`src/rtl/hf_reader_rx_framer.sv`:
```
// -----------------------------------------------------------------------------
// hf_reader_rx_framer
// ISO14443-A reader-side receive/transmit front end for the HF FPGA image.
//   Receive : filters ADC samples, detects tag load modulation once per
//             subcarrier bit slot (SC_DIV carrier cycles).
//   Framing : packs detected bits into FRAME_BITS-wide words and streams them
//             MSB-first to the ARM over SSP, generating ssp_clk/ssp_frame.
//   Transmit: registers the ARM modulation bit and gates the carrier.
//
// Build option:
//   HF_RX_FILTER_EN  defined   -> 5-tap derivative filter (2*p4+p3)-(2*adc+p1)
//                    undefined -> first difference p1-adc (p2..p4 not built)
//
// Ports:
//   ck_1356meg  in   13.56 MHz carrier clock, all logic on its rising edge
//   nrst        in   synchronous reset, active low
//   adc_d       in   unsigned ADC sample (ADC_W)
//   threshold   in   unsigned edge threshold (ADC_W), quasi-static
//   mode        in   3'b011 listen, 3'b100 modulate, others idle
//   ssp_dout    in   modulation bit from ARM (1 = pause)
//   ssp_clk     out  SSP bit clock
//   ssp_frame   out  SSP frame marker
//   ssp_din     out  serial data to ARM
//   pwr_hi      out  gated carrier to HF driver (only combinational output)
//   curbit      out  last detector decision (debug)
// -----------------------------------------------------------------------------
module hf_reader_rx_framer #(
  parameter int unsigned ADC_W       = 8,
  parameter int unsigned SC_DIV      = 16,
  parameter int unsigned FRAME_BITS  = 8,
  parameter int unsigned RESET_PHASE = 3
) (
  input  logic             ck_1356meg,
  input  logic             nrst,
  input  logic [ADC_W-1:0] adc_d,
  input  logic [ADC_W-1:0] threshold,
  input  logic [2:0]       mode,
  input  logic             ssp_dout,
  output logic             ssp_clk,
  output logic             ssp_frame,
  output logic             ssp_din,
  output logic             pwr_hi,
  output logic             curbit
);

  localparam int unsigned PERIOD = SC_DIV * FRAME_BITS;
  localparam int unsigned CNT_W  = $clog2(PERIOD);
  localparam int unsigned SLOT_W = $clog2(SC_DIV);
  localparam int unsigned BIDX_W = CNT_W - SLOT_W;
  localparam int unsigned FILT_W = ADC_W + 3;

  localparam logic [2:0] MODE_LISTEN = 3'b011;
  localparam logic [2:0] MODE_MOD    = 3'b100;

  localparam logic [CNT_W-1:0]  CNT_LAST  = CNT_W'(PERIOD - 1);
  localparam logic [CNT_W-1:0]  FRAME_SET = CNT_W'(SC_DIV / 2 - 1);
  localparam logic [CNT_W-1:0]  FRAME_CLR = CNT_W'(SC_DIV + SC_DIV / 2 - 1);
  localparam logic [SLOT_W-1:0] SLOT_HALF = SLOT_W'(SC_DIV / 2);
  localparam logic [SLOT_W-1:0] SLOT_EVAL = SLOT_W'(RESET_PHASE);
  localparam logic [BIDX_W-1:0] BIDX_TOP  = BIDX_W'(FRAME_BITS - 1);

  logic [CNT_W-1:0]         cnt;
  logic [SLOT_W-1:0]        slot_c;
  logic [BIDX_W-1:0]        bidx_c;
  logic [BIDX_W-1:0]        bit_sel_c;
  logic                     frame_start_c;
  logic                     slot_start_c;

  logic [ADC_W-1:0]         p1;
  logic signed [FILT_W-1:0] filt_c;
  logic                     filt_pos_c;
  logic signed [FILT_W-1:0] fall_max;
  logic signed [FILT_W-1:0] rise_min;
  logic signed [FILT_W-1:0] thr_pos_c;
  logic signed [FILT_W-1:0] thr_neg_c;

  logic                     rxbit_c;
  logic [FRAME_BITS-1:0]    asm_word;
  logic [FRAME_BITS-1:0]    tx_word;
  logic [FRAME_BITS-1:0]    tx_word_nxt_c;
  logic                     mod_sig_coil;

  // Slot/bit decomposition; SC_DIV is a power of two so this is a plain split.
  assign slot_c        = cnt[SLOT_W-1:0];
  assign bidx_c        = cnt[CNT_W-1:SLOT_W];
  assign bit_sel_c     = BIDX_TOP - bidx_c;
  assign frame_start_c = (cnt == '0);
  assign slot_start_c  = (slot_c == '0);

  // Frame counter: 0 .. SC_DIV*FRAME_BITS-1, then wrap.
  always_ff @(posedge ck_1356meg) begin
    if (!nrst) begin
      cnt <= '0;
    end else if (cnt == CNT_LAST) begin
      cnt <= '0;
    end else begin
      cnt <= cnt + CNT_W'(1);
    end
  end

`ifdef HF_RX_FILTER_EN
  logic [ADC_W-1:0]  p2;
  logic [ADC_W-1:0]  p3;
  logic [ADC_W-1:0]  p4;
  logic [FILT_W-1:0] tap_old_c;
  logic [FILT_W-1:0] tap_new_c;

  // Sample history for the derivative filter.
  always_ff @(posedge ck_1356meg) begin
    if (!nrst) begin
      p1 <= '0;
      p2 <= '0;
      p3 <= '0;
      p4 <= '0;
    end else begin
      p1 <= adc_d;
      p2 <= p1;
      p3 <= p2;
      p4 <= p3;
    end
  end

  // Zero-extended taps; the difference always fits in FILT_W signed bits.
  assign tap_old_c = {2'b00, p4, 1'b0} + {3'b000, p3};
  assign tap_new_c = {2'b00, adc_d, 1'b0} + {3'b000, p1};
  assign filt_c    = $signed(tap_old_c - tap_new_c);
`else
  // Single-sample history for the first-difference filter.
  always_ff @(posedge ck_1356meg) begin
    if (!nrst) begin
      p1 <= '0;
    end else begin
      p1 <= adc_d;
    end
  end

  assign filt_c = $signed({3'b000, p1} - {3'b000, adc_d});
`endif

  // Positive means a falling ADC edge; zero counts toward the rise side.
  assign filt_pos_c = ~filt_c[FILT_W-1] & (|filt_c);

  assign thr_pos_c = $signed({3'b000, threshold});
  assign thr_neg_c = -thr_pos_c;

  // Peak tracker: decide and clear once per slot, otherwise track extremes.
  always_ff @(posedge ck_1356meg) begin
    if (!nrst) begin
      fall_max <= '0;
      rise_min <= '0;
      curbit   <= 1'b0;
    end else if (slot_c == SLOT_EVAL) begin
      curbit   <= (fall_max > thr_pos_c) && (rise_min < thr_neg_c);
      fall_max <= '0;
      rise_min <= '0;
    end else begin
      if (filt_pos_c && (filt_c > fall_max)) begin
        fall_max <= filt_c;
      end
      if (!filt_pos_c && (filt_c < rise_min)) begin
        rise_min <= filt_c;
      end
    end
  end

  // Only listen mode feeds detections into the frame; idle streams zeros.
  assign rxbit_c = curbit & (mode == MODE_LISTEN);

  // The word handed off at frame start is the pre-update assembly register.
  assign tx_word_nxt_c = frame_start_c ? asm_word : tx_word;

  // Word assembly, handoff and MSB-first serialisation.
  always_ff @(posedge ck_1356meg) begin
    if (!nrst) begin
      asm_word <= '0;
      tx_word  <= '0;
      ssp_din  <= 1'b0;
    end else begin
      if (frame_start_c) begin
        tx_word <= asm_word;
      end
      if (slot_start_c) begin
        asm_word[bit_sel_c] <= rxbit_c;
        ssp_din             <= tx_word_nxt_c[bit_sel_c];
      end
    end
  end

  // SSP bit clock (high for the first half of each slot) and frame marker.
  always_ff @(posedge ck_1356meg) begin
    if (!nrst) begin
      ssp_clk   <= 1'b0;
      ssp_frame <= 1'b0;
    end else begin
      if (slot_start_c) begin
        ssp_clk <= 1'b1;
      end else if (slot_c == SLOT_HALF) begin
        ssp_clk <= 1'b0;
      end
      if (cnt == FRAME_SET) begin
        ssp_frame <= 1'b1;
      end else if (cnt == FRAME_CLR) begin
        ssp_frame <= 1'b0;
      end
    end
  end

  // Modulation bit retimed to the carrier.
  always_ff @(posedge ck_1356meg) begin
    if (!nrst) begin
      mod_sig_coil <= 1'b0;
    end else begin
      mod_sig_coil <= ssp_dout;
    end
  end

  // Carrier gating: full carrier while listening, paused by the ARM bit when modulating.
  assign pwr_hi = ck_1356meg &
                  (((mode == MODE_MOD) & ~mod_sig_coil) | (mode == MODE_LISTEN));

endmodule

```
`config.mk`:
```
export PLATFORM = sky130hd
export DESIGN_NAME = hf_reader_rx_framer
export DESIGN_NICKNAME = d
export VERILOG_FILES = /design/src/rtl/hf_reader_rx_framer.sv
export SDC_FILE = /design/constraint.sdc
export NUM_CORES = 1
export LEC_CHECK = 0
export ABC_AREA = 1
export BUFFER_PORTS_ARGS = -buffer_cell sky130_fd_sc_hd__buf_2
export CAP_MARGIN = 10
export CORE_MARGIN = 5
export CORE_UTILIZATION = 40
export CTS_CLUSTER_SIZE = 16
export DETAILED_ROUTE_END_ITERATION = 10
export GPL_TIMING_DRIVEN = 0
export SETUP_SLACK_MARGIN = 0.1
export SLEW_MARGIN = 20
export SYNTH_ARGS = -nofsm -noshare
export SYNTH_HDL_FRONTEND = slang
export SYNTH_SLANG_ARGS = --single-unit
```
`constraint.sdc`:
```
create_clock -name ck_1356meg -period 3.3 [get_ports ck_1356meg]
set_input_delay 0.165 -clock ck_1356meg [delete_from_list [all_inputs] [get_ports ck_1356meg]]
set_output_delay 0.165 -clock ck_1356meg [all_outputs]
set_load 0.01 [all_outputs]
```
==> metrics.txt <==
status completed; CP most frequent cell nand2_1; cell count after synthesis approximately 540; simple-gate portion of the synthesized area around a third; PD cells about 500 mW/mm2; Post-Route Setup TNS 0 ps; DRC viols 0; Starting Density 41.52%; final setup vio count 0; vias after detailed routing 3280; critical path cell sequence dlygate4sd3_1, buf_2, ha_1, inv_2, fa_2, nand2_1, nand2_2, nand3_2, nand2_1, nand2_1, nand2_1, nand2_1, nand2_4, inv_2, ha_4, a21o_1, or2_2, nand2_1, nand3_4, buf_6, nor2_1, nor2_1; multi-input logic area approximately 0.0022 mm2; drt total wl a little under 8 mm; multiplexer share of the synthesized area 0.2738%; final hold slack approximately 62 ps; Seq cells post-synth 54; Tot GR Track Use ~15%; CP delay by family, top simple AND/OR/NAND/NOR gates; drt initial violations about 120; register area share after synthesis 29.57%; IO Port Bufs 26; worst reg2reg setup slack around 380 ps; Worst-Margin Slew between 600 and 700 ps; Clk pin slew, worst setup/hold paths 100 ps; clk_lat worst skew ~420 ps; area of the core about 0.0088 mm2; drt pass-1 iters 4; crit start category input port; post-synth cell types 37; Layout Nets approximately 660; VDD IR max 0.2261 mV; slowest CP cell dlygate4sd3_1; syn nets 608; final slew viol count 0; Layout area overhead 15.81%; Data required, critical path between 3000 and 4000 ps; die height roughly 110 um; adder-cell share of the synthesized area ~16%; most common cell after layout, fill and taps aside nand2_1; CP Class in2reg; Worst setup EP type flip-flop; minimum clock period roughly 3000 ps; initial antenna violation count 0; max cap viols 0; most frequent cells in the layout nand2_1 (114), inv_1 (87), nor2_1 (87); first-pass GRT wire length about 14 mm; P_leak ~2.2 nW; Via-to-Cell Ratio roughly 4.7; WL/cell about 11 um; GPL Wtd Cong 0.7713; Crit path arrival time between 3000 and 4000 ps; number of synthesized flops with an enable pin 0; layout cells sized above 1 a little over an eighth; grt ovf 0; Rel. slew slack between 50 and 60%; CP Max Fanout 10; Max Fclk between 300 and 400 MHz; hpwl dp roughly 6.1 mm; Routed Antenna Nets 0; Fill cells about 900; skew final about 8 ps; Worst path max stage delay ~520 ps; Synth Cell Area between 0.003 and 0.004 mm2; Hold Vio Cnt, Final 0; largest family of logic cells by synthesized area simple AND/OR/NAND/NOR gates; Post-synth ARST share 0%; largest net degree at the start of global routing 18; die area 0.01115 mm2; Die W between 100 and 150 um; FF+latch area ~0.0011 mm2; compound-gate portion of the synthesized area 8.898%; Mean Syn Cell Area approximately 6.8 um2; Top-Level Pins 27; RSZ-0062 raised after global routing no; Rows 34; Tcrit/Tclk final between 80% and 90%; synth warn 0; top_reg_cell synth dfxtp_1; Buf/Inv on CP 5; Synth Area in XOR/XNOR approximately 1.7%; ANT cells 0; Tightest Hold Check Type in2reg; CTS tree done; vias in the first global route between 3000 and 4000
-- stage by stage --
step | setup WS [ps] | cells | instance area (um2) | total power, mW | util (%)
5_1_grt | 99.73 | 696 | 4234 | 2.266 | 48.08
4_1_cts | 127.3 | 693 | 4174 | 2.078 | 47.40
2_1_floorplan | 518.3 | 539 | 3656 | 1.320 | -
3_3_place_gp | 231.1 | 673 | 3921 | 1.464 | 44.53
3_5_place_dp | 218.4 | 673 | 3921 | 1.484 | 44.53
6_report | 347.8 | 696 | 4234 | 2.073 | 48.08
-- synth_stat cells (2+ instances only) --
| master | count | area share, % |
|---|---|---|
| ha_1 | 46 | 16 |
| a21oi_1 | 26 | 3.6 |
| nand3_2 | 2 | 0.55 |
| dfxtp_1 | 54 | 30 |
| nand3_1 | 19 | 2.6 |
| inv_2 | 3 | 0.31 |
| o211ai_1 | 3 | 0.62 |
| or2_0 | 2 | 0.34 |
| nand4_1 | 5 | 0.86 |
| buf_6 | 2 | 0.62 |
| inv_1 | 90 | 9.2 |
| nor2_2 | 4 | 0.68 |
| o21ai_0 | 25 | 3.4 |
| or2_1 | 2 | 0.34 |
| nand2_1 | 114 | 12 |
| nand2_2 | 5 | 0.86 |
| clkbuf_1 | 3 | 0.31 |
| nor3_1 | 11 | 1.5 |
| xor2_1 | 7 | 1.7 |
| nor2_1 | 89 | 9.1 |
| o21ai_1 | 2 | 0.27 |
| or2_2 | 7 | 1.2 |
| nand2_4 | 4 | 1.2 |
-- worst min-delay path, delay by kind of cell --
kind            cells  cell delay [ps]
compound gates      1              110
buf+inv             2              170
-- power breakdown --
group          switching [mW]  leakage (nW)  internal, mW
sequential             0.0480         0.443         0.724
combinational           0.429          1.71         0.294
clock                   0.247        0.0910         0.332
total                   0.724          2.25          1.35
-- kinds of logic after synthesis --
family	after synthesis
AND/OR/NAND/NOR	269
buffers and inverters	100
AO/OA/AOI/OAI	61
flip-flops	54
adder cells (fa/ha/maj)	47
XOR/XNOR	7
multiplexers	1
-- layer usage --
layer / up-vias / routed length [um] / global-route usage, %
li1: 1782 / - / -
met1: 1458 / 3940 / 19.09
met5: - / 0 / 0
met4: 0 / 53 / 3.700
met2: 33 / 3525 / 24.91
met3: 7 / 185 / 2.812
-- timing repair --
action,in CTS,in global routing
setup endpoints to repair,0,18
gates resized for setup,0,9
setup buffers,0,3
hold buffers,9,0
hold endpoints to repair,9,0
-- state kept, by name (all words and copies together), names as in the netlist --
name,cells
cnt,7
ssp_clk,1
ssp_din,1
fall_max,9
ssp_frame,1
asm_word,8
curbit,1
p1,8
rise_min,9
tx_word,8
mod_sig_coil,1
-- final timing paths --
path                            start                       end  depth (start not counted)
min                              nrst      ssp_clk$_SDFFE_PN0P_                          3
min reg2reg  fall_max[8]$_SDFFE_PP0P_  fall_max[8]$_SDFFE_PP0P_                          2
max                          adc_d[0]  fall_max[6]$_SDFFE_PP0P_                         22
max reg2reg          p1[0]$_SDFF_PN0_  fall_max[6]$_SDFFE_PP0P_                         21
-- area by class of cell --
type,count,area share [%]
multi-input cells,385,52.36
flip-flops and latches,54,25.53
inverters,93,8.245
repair buffers,37,5.615
well taps,108,3.191
clock buffers,10,3.044
plain buffers,7,1.093
clock inverters,2,0.9161
(Power assumes the default switching activity.)
